**src/rtl/mem_tg_csr_seq.sv**
```systemverilog
// Traffic-generator CSR sequencer: writes TG_CTRL, polls TG_STAT, reads clock counts.
// Ports: start/tg_mask request; busy/done/status/clock_count results; AVMM master.
module mem_tg_csr_seq #(
    parameter int unsigned NUM_TG      = 4,
    parameter int unsigned ADDR_W      = 16,
    parameter int unsigned CTRL_ADDR   = 'h30,
    parameter int unsigned STAT_ADDR   = 'h38,
    parameter int unsigned CLOCKS_ADDR = 'h40,
    parameter int unsigned POLL_GAP    = 16,
    parameter int unsigned MAX_POLLS   = 1024
) (
    input  logic                   clk,
    input  logic                   rst_n,
    input  logic                   start,
    input  logic [NUM_TG-1:0]      tg_mask,
    output logic                   busy,
    output logic                   done,
    output logic [NUM_TG-1:0]      tg_pass,
    output logic [NUM_TG-1:0]      tg_fail,
    output logic [NUM_TG-1:0]      tg_timeout,
    output logic                   seq_timeout,
    output logic [NUM_TG-1:0][63:0] clock_count,
    output logic [ADDR_W-1:0]      avmm_address,
    output logic                   avmm_read,
    output logic                   avmm_write,
    output logic [63:0]            avmm_writedata,
    output logic [7:0]             avmm_byteenable,
    input  logic                   avmm_waitrequest,
    input  logic [63:0]            avmm_readdata,
    input  logic                   avmm_readdatavalid,
    input  logic                   avmm_writeresponsevalid
);

    localparam int unsigned PW = $clog2(MAX_POLLS + 1);
    localparam int unsigned GW = $clog2(POLL_GAP + 1);
    localparam int unsigned IW = (NUM_TG > 1) ? $clog2(NUM_TG) : 1;

    typedef enum logic [3:0] {
        IDLE, WR_CTRL, WAIT_WRSP, RD_STAT, WAIT_STAT,
        GAP, RD_CLK, WAIT_CLK, DONE
    } state_t;

    state_t            state;
    logic [NUM_TG-1:0] mask_q;
    logic [NUM_TG-1:0] rem_q;
    logic [PW-1:0]     poll_cnt;
    logic [GW-1:0]     gap_cnt;

    logic [NUM_TG-1:0] st_act, st_pass, st_fail, st_to;
    logic              complete;
    logic [IW-1:0]     cur_idx, nxt_idx;
    logic [NUM_TG-1:0] rem_nxt;

    function automatic logic [IW-1:0] lowest(input logic [NUM_TG-1:0] m);
        lowest = '0;
        for (int i = NUM_TG - 1; i >= 0; i--)
            if (m[i]) lowest = IW'(i);
    endfunction

    function automatic logic [ADDR_W-1:0] clk_addr(input logic [IW-1:0] i);
        clk_addr = ADDR_W'(CLOCKS_ADDR) + ADDR_W'({i, 3'b000});
    endfunction

    assign avmm_byteenable = 8'hff;

    always_comb begin
        st_act  = '0;
        st_pass = '0;
        st_fail = '0;
        st_to   = '0;
        for (int n = 0; n < NUM_TG; n++) begin
            st_act[n]  = avmm_readdata[4*n];
            st_pass[n] = avmm_readdata[4*n+1];
            st_fail[n] = avmm_readdata[4*n+2];
            st_to[n]   = avmm_readdata[4*n+3];
        end
    end

    // A masked TG is finished once idle with some verdict bit set.
    assign complete = &(~mask_q | (~st_act & (st_pass | st_fail | st_to)));

    // rem_q holds the masked TGs whose clock count is still to be read.
    assign cur_idx = lowest(rem_q);
    assign rem_nxt = rem_q & ~(NUM_TG'(1) << cur_idx);
    assign nxt_idx = lowest(rem_nxt);

    always_ff @(posedge clk or negedge rst_n) begin
        if (!rst_n) begin
            state          <= IDLE;
            mask_q         <= '0;
            rem_q          <= '0;
            poll_cnt       <= '0;
            gap_cnt        <= '0;
            busy           <= 1'b0;
            done           <= 1'b0;
            tg_pass        <= '0;
            tg_fail        <= '0;
            tg_timeout     <= '0;
            seq_timeout    <= 1'b0;
            clock_count    <= '0;
            avmm_address   <= '0;
            avmm_read      <= 1'b0;
            avmm_write     <= 1'b0;
            avmm_writedata <= '0;
        end else begin
            done <= 1'b0;
            unique case (state)
                IDLE: if (start) begin
                    tg_pass     <= '0;
                    tg_fail     <= '0;
                    tg_timeout  <= '0;
                    seq_timeout <= 1'b0;
                    clock_count <= '0;
                    poll_cnt    <= '0;
                    mask_q      <= tg_mask;
                    rem_q       <= tg_mask;
                    if (tg_mask != '0) begin
                        busy           <= 1'b1;
                        avmm_write     <= 1'b1;
                        avmm_address   <= ADDR_W'(CTRL_ADDR);
                        avmm_writedata <= 64'(tg_mask);
                        state          <= WR_CTRL;
                    end else begin
                        done  <= 1'b1;
                        state <= DONE;
                    end
                end
                WR_CTRL: if (!avmm_waitrequest) begin
                    avmm_write <= 1'b0;
                    state      <= WAIT_WRSP;
                end
                WAIT_WRSP: if (avmm_writeresponsevalid) begin
                    avmm_read    <= 1'b1;
                    avmm_address <= ADDR_W'(STAT_ADDR);
                    state        <= RD_STAT;
                end
                RD_STAT: if (!avmm_waitrequest) begin
                    avmm_read <= 1'b0;
                    if (poll_cnt != PW'(MAX_POLLS))
                        poll_cnt <= poll_cnt + 1'b1;
                    state <= WAIT_STAT;
                end
                WAIT_STAT: if (avmm_readdatavalid) begin
                    if (complete) begin
                        tg_pass      <= st_pass & mask_q;
                        tg_fail      <= st_fail & mask_q;
                        tg_timeout   <= st_to & mask_q;
                        avmm_read    <= 1'b1;
                        avmm_address <= clk_addr(cur_idx);
                        state        <= RD_CLK;
                    end else if (poll_cnt == PW'(MAX_POLLS)) begin
                        tg_pass     <= st_pass & mask_q;
                        tg_fail     <= st_fail & mask_q;
                        tg_timeout  <= st_to & mask_q;
                        seq_timeout <= 1'b1;
                        busy        <= 1'b0;
                        done        <= 1'b1;
                        state       <= DONE;
                    end else begin
                        gap_cnt <= GW'(POLL_GAP - 1);
                        state   <= GAP;
                    end
                end
                GAP: if (gap_cnt == '0) begin
                    avmm_read    <= 1'b1;
                    avmm_address <= ADDR_W'(STAT_ADDR);
                    state        <= RD_STAT;
                end else begin
                    gap_cnt <= gap_cnt - 1'b1;
                end
                RD_CLK: if (!avmm_waitrequest) begin
                    avmm_read <= 1'b0;
                    state     <= WAIT_CLK;
                end
                WAIT_CLK: if (avmm_readdatavalid) begin
                    clock_count[cur_idx] <= avmm_readdata;
                    rem_q                <= rem_nxt;
                    if (rem_nxt == '0) begin
                        busy  <= 1'b0;
                        done  <= 1'b1;
                        state <= DONE;
                    end else begin
                        avmm_read    <= 1'b1;
                        avmm_address <= clk_addr(nxt_idx);
                        state        <= RD_CLK;
                    end
                end
                DONE: state <= IDLE;
                default: state <= IDLE;
            endcase
        end
    end

endmodule

```
**config.mk**
```make
export PLATFORM = sky130hd
export DESIGN_NAME = mem_tg_csr_seq
export DESIGN_NICKNAME = d
export VERILOG_FILES = /design/src/rtl/mem_tg_csr_seq.sv
export SDC_FILE = /design/constraint.sdc
export NUM_CORES = 1
export LEC_CHECK = 0
export CAP_MARGIN = 30
export CORE_AREA = 2 2 171 173
export DETAILED_ROUTE_END_ITERATION = 12
export DIE_AREA = 0 0 173 175
export DONT_BUFFER_PORTS = 1
export PLACE_DENSITY = 0.69
export SLEW_MARGIN = 20
export SYNTH_ARGS = -nofsm -noshare
export SYNTH_HDL_FRONTEND = slang
export SYNTH_SLANG_ARGS = --single-unit
export TNS_END_PERCENT = 50
```
**constraint.sdc**
```tcl
create_clock -name clk -period 3.1 [get_ports clk]
set_input_delay 0.62 -clock clk [delete_from_list [all_inputs] [get_ports clk]]
set_output_delay 0.62 -clock clk [all_outputs]
set_load 0.02 [all_outputs]
```
# --- Word-level counts from Yosys, hierarchy flattened ---
# Index checks and enable logic that the tools add are counted.
word_totals:
  ff_bits: 321
  input_bits: 74
  out_inout_bits: 361
  wordCells: 183
op_classes:
  add_sub_neg: 4
  n_lt_le_gt_ge: 2
  eq_ne: 28
  n_shift: 1
  muxes: 91
  bitwise_logic: 11
  reduce_logical: 27
ops:
  columns: ["cell", "n"]
  rows:
  - ["256-bit 2-to-1 mux", 2]
  - ["256-bit case mux with 2 select lines", 1]
  - ["256-bit bitwise mux", 1]
  - ["64-bit demux with 2-bit select", 1]
  - ["16-bit 2-to-1 mux", 8]
  - ["4-bit 2-to-1 mux", 24]
  - ["16-bit case mux with 5 select lines", 1]
  - ["64-bit 2-to-1 mux", 1]
  - ["2-bit != test, second input constant", 18]
  - ["11-bit 2-to-1 mux", 3]
  - ["4-bit case mux with 2 select lines", 4]
  - ["4-bit case mux with 8 select lines", 1]
  - ["1-bit 2-to-1 mux", 25]
  - ["8-bit AND reduction", 3]
  - ["11-bit case mux with 2 select lines", 1]
  - ["4-bit bitwise AND", 5]
  - ["5-bit 2-to-1 mux", 4]
  - ["7-bit by 5-bit adder with 8-bit output, first input constant", 2]
  - ["4-bit by 3-bit == test with 1-bit output, second input constant", 4]
  - ["2-bit 2-to-1 mux", 8]
  - ["4-bit AND reduction", 4]
  - ["4-bit NOT", 3]
  - ["4-bit OR", 3]
  - ["11-bit by 1-bit adder with 11-bit output, second input constant", 1]
  - ["other kinds (25)", 36]

# --- Logic depth before layout (Yosys ltp) ---
depth:
  word_depth: 15
  mapped_depth: 9
  depth_no_buf: 7

# --- Worst setup path before layout ---
# Ideal clock, no wire load.
synth_path:
  kind: "input port to flip-flop"
  startpoint: "input port avmm_readdata[0]"
  endpoint: "register avmm_address[3]"
  arrival_ps: 2228
  required_time_ps: 2975
  setup_slack_ps: 747
  stages: 5
  path_buffers: 0
  path_cell_list: "a22o_1 > a221oi_1 > a21oi_2 > nor4_4 > mux2_2"
synth_between:
  elab_chain_len: 6
synth_lines:
  columns: ["item", "line_no", "text"]
  rows:
  - ["start, declared", "29", "input logic [63:0] avmm_readdata,"]
  - ["4-bit NOT", "80", "assign complete = &(~mask_q | (~st_act & (st_pass | st_fail | st_to)));"]
  - ["4-bit bitwise AND", "80", null]
  - ["4-bit OR", "80", null]
  - ["4-bit AND reduction", "80", null]
  - ["2-bit != test (no line)", null, null]
  - ["9-bit AND reduction (no line)", null, null]
  - ["end signal, assigned", "120", "avmm_address <= ADDR_W'(CTRL_ADDR);"]
  - ["end signal, assigned", "134", "avmm_address <= ADDR_W'(STAT_ADDR);"]
  - ["end signal, assigned", "149", "avmm_address <= clk_addr(cur_idx);"]
  - ["end, declared", "23", "output logic [ADDR_W-1:0] avmm_address,"]
# No other way between the ends.
# A chain may end at the register's enable or synchronous reset.

# --- Worst setup path in the final report ---
layout_path:
  startpoint: "register state[2]"
  endpoint: "register clock_count[183] (netlist name)"
layout_between:
  elab_chain_len: 3
layout_lines:
  columns: ["item", "line_no", "text"]
  rows:
  - ["start, declared", "43", "state_t state;"]
  - ["start signal, assigned", "89", "state <= IDLE;"]
  - ["start signal, assigned", "122", "state <= WR_CTRL;"]
  - ["start signal, assigned", "125", "state <= DONE;"]
  - ["4-bit by 3-bit == test with 1-bit output or 4-bit zero test (tied branches)", "107", "unique case (state)"]
  - ["2-bit != test (no line) or 2-bit nonzero test (tied branches)", null, null]
  - ["3-bit AND reduction (no line)", null, null]
  - ["end signal, assigned by index", "176", "clock_count[cur_idx] <= avmm_readdata;"]
  - ["end, declared", "22", "output logic [NUM_TG-1:0][63:0] clock_count,"]
# Parallel ways exist; a longest one is shown, timed or not.

==> results by group <==
Floorplan
  • Starting Density: 45.3%
  • # rows: between 60 and 70
  • CORE AREA: 28400 um2
  • Top-Level Pins: ~440
  • Chip Width: 173 um
  • Die ar.: 30300 um2
  • Die Y: 175 um

Yosys
  • Top-area cell type share of the netlist area: 60.1%
  • Mapped Cells: 1291
  • Post-synth EDFFs: 0
  • Main flop type after synthesis: dfrtp_1
  • Synth Warn #: 0
  • Area leader, netlist: dfrtp_1
  • Ys async rst share: 100%
  • Commonest cells in the synthesized netlist: nand2_1, dfrtp_1, o21ai_0
  • #FFs+latches synth: 309
  • Mapped Area: 12900 um2
  • Register area share after synthesis: 60.1%
  • Syn avg cell area: between 9 and 10 um2
  • Library cells used by synthesis: 67
  • Most common cell in the netlist: nand2_1
  • Synth top area cells: dfrtp_1, nand2_1, o21ai_0, buf_4, clkbuf_1

Placement
  • DP Wirelength: between 20000 and 25000 um
  • Final GP Congestion: 0.877
  • Placed insts: 1617
  • I/O Buffers: 0

Setup path
  • Slowest cell on crit path: and4b_2
  • Worst-path fanout max: 25
  • Reg2Reg Setup Slack: between 500 and 600 ps
  • FF-to-FF End: clock_count[183]$_DFFE_PN0P_
  • Delay-heaviest family, CP: simple AND/OR/NAND/NOR gates
  • Worst Setup SP: state[2]$_DFFE_PN0P_
  • Crit path DAT: 3040 ps
  • Reg2reg path depth: 4
  • Worst path buffer plus inverter count: 1
  • Worst setup EP type: flop
  • Reg-to-Reg Start: state[2]$_DFFE_PN0P_
  • Crit-path cells: and4b_2 -> buf_4 -> nand2_1 -> o21ai_0
  • Worst Path Required: between 3000 and 4000 ps
  • WP depth: 4
  • Startpoint Class: flop
  • CP max stage delay: 770 ps
  • WS Path Type: reg2reg

Final layout
  • Share of layout cells above drive strength 1: 9.14%
  • Nets: 1344
  • Fill cell count: 2580
  • Synth-to-Final Area Change: 9.97%
  • Non-filler cells, final: roughly 1700
  • Register area: roughly 7700 um2
  • Multi-input combinational cell area: about 4500 um2
  • Final Util: 49.9%

GRT
  • Largest net degree at the start of global routing: 310
  • GRT Total Usage: 22.8%
  • First-pass GRT wire length: approximately 55000 um
  • Overflow after GRT: 0
  • Initial antenna violation count: 0
  • Number of global-route vias before repair: 9044

Hold path
  • Hold/Removal Path Class: in2async

Job
  • Max-Cap Viols: 0

Timing
  • Rel. slew slack: 44.1%
  • Hold Worst Slack: -237 ps
  • Fmax: 0.388 GHz
  • Period utilisation layout: 83.1%
  • Setup_tns: 0 ps
  • Worst-Margin Slew: approximately 840 ps
  • Clock Skews: approximately 8.6 ps
  • RSZ-0062 raised after global routing: false
  • Hold Vio Cnt, Final: 309
  • Min cycle time layout: 2570 ps
  • Slew Limit Fails: 0
  • Final setup fails: 0

Detailed routing
  • Routed Antenna Nets: 0
  • Total routed wirelength: between 30000 and 40000 um
  • Starting DRC count in detailed routing: 867
  • WL/cell: 21.2 um
  • DR DRC count: 0
  • Vias post-DR: roughly 9300
  • Vias per cell: 5.54
  • Initial DRT Pass Iterations: 5

Clock network
  • Root buf cell: clkbuf_16
  • Clock tree buffer depth: 3
  • CTS buffer count: 31
  • TritonCTS clock tree: yes
  • Clock sinks: 309
  • Clock transition at the registers of the reported paths: 60 ps
  • Clk Latency, worst-skew pair: 550 ps
  • Postcts setup bufs: 0
  • Number of gates resized after CTS: 0
  • CTS HTree Levels: 1

Power and ir drop
  • Sw frac: 35.5%
  • Gate power share: 20.4%
  • Switching Power: 0.00431 W
  • VDD IR-drop max: 499 uV
  • Cell area power density: 858 nW/um2
  • Clock share of power: 33.3%
  • Leakage power: between 6 and 7 nW
  • Sequential power share: between 40 and 50%
  • Cell Int Power: approximately 0.0078 W

Outcome
  • Outcome: finished with violations
  • Failing checks: negative hold slack
-- placed cells by master (no fill, tap or decap), types with 5 or more instances in the layout --
cell type | netlist | final
dfrtp_1 | 309 | 309
inv_1 | 15 | 15
nand3_1 | 9 | 9
a21oi_1 | 15 | 15
a22o_1 | 8 | 8
mux2i_1 | 6 | 6
nand4_1 | 6 | 6
nor2_1 | 16 | 16
a211oi_1 | 5 | 5
buf_4 | 80 | 18
bufinv_16 | 0 | 5
clkbuf_8 | 1 | 10
a31oi_1 | 5 | 5
mux2_4 | 10 | 10
clkbuf_16 | 0 | 31
buf_12 | 0 | 5
xor2_1 | 6 | 6
o21ai_0 | 267 | 266
mux2_2 | 5 | 5
and3_1 | 16 | 16
nand2_1 | 357 | 354
conb_1 | 2 | 80
-- worst max path at each step --
| stage | slack [ps] | to |
|---|---|---|
| floorplan | 750 | avmm_address[3]$_DFFE_PN0P_ |
| global route | 340 | clock_count[183]$_DFFE_PN0P_ |
| detailed placement | 560 | clock_count[183]$_DFFE_PN0P_ |
| CTS | 550 | clock_count[183]$_DFFE_PN0P_ |
| finish | 530 | clock_count[183]$_DFFE_PN0P_ |
| global placement | 600 | clock_count[55]$_DFFE_PN0P_ |
-- layer usage --
layer	routed length, um	up-vias	share of wire [%]	global-route usage (%)
met1	13800	4664	39	28.9
met3	3340	66	9.4	6.66
met4	939	0	2.6	7.13
met5	0	-	0	0
li1	-	4122	-	-
met2	17400	438	49	37.8
-- state kept, by name, summed over array words and instances, names as in the netlist, 4 cells and up --
register	flops
avmm_address	4
avmm_writedata	4
clock_count	256
gap_cnt	5
mask_q	4
poll_cnt	11
rem_q	4
state	4
tg_fail	4
tg_pass	4
tg_timeout	4
-- final cells by class --
class                           instances  share of cell area [%]
Sequential cell                       309                    54.6
Clock buffer                           43                    6.51
Antenna cell                            1                  0.0177
Multi-Input combinational cell        886                    31.8
Timing Repair Buffer                   23                    1.66
Tap cell                              384                    3.39
Clock inverter                         15                    1.55
Inverter                               15                   0.398
-- cells by family after synthesis --
logic type                 after synthesis  share of synthesized area, %
and+or+nand+nor                        436                          14.5
other                                    2                        0.0584
DFF                                    309                          60.1
muxes                                   22                          2.25
xor gates and xnor gates                10                         0.681
buffers and inverters                  174                          7.71
AOI/OAI and AO/OA                      333                          14.2
adders and majority gates                5                         0.467
-- through the flow --
stage / total power (W) / setup WS [ps] / instance area, um2 / hold WS (ps)
after detailed placement: 0.00817 / 558 / 13000 / 330
after global routing: 0.0127 / 344 / 14200 / -262
final: 0.0121 / 525 / 14200 / -237
after floorplan: 0.00732 / 747 / 13200 / 324
after CTS: 0.0122 / 553 / 14200 / -265
after global placement: 0.00810 / 599 / 13000 / 330
-- power groups by stage --
stage / Combinational [W] / Sequential, W / Clock [W]
6_report: 0.00248 / 0.00562 / 0.00405
3_3_place_gp: 0.00243 / 0.00567 / 0
4_1_cts: 0.00249 / 0.00562 / 0.00413
5_1_grt: 0.00275 / 0.00569 / 0.00429
3_5_place_dp: 0.00248 / 0.00568 / 0
2_1_floorplan: 0.00191 / 0.00540 / 0
(Power assumes the default switching activity.)
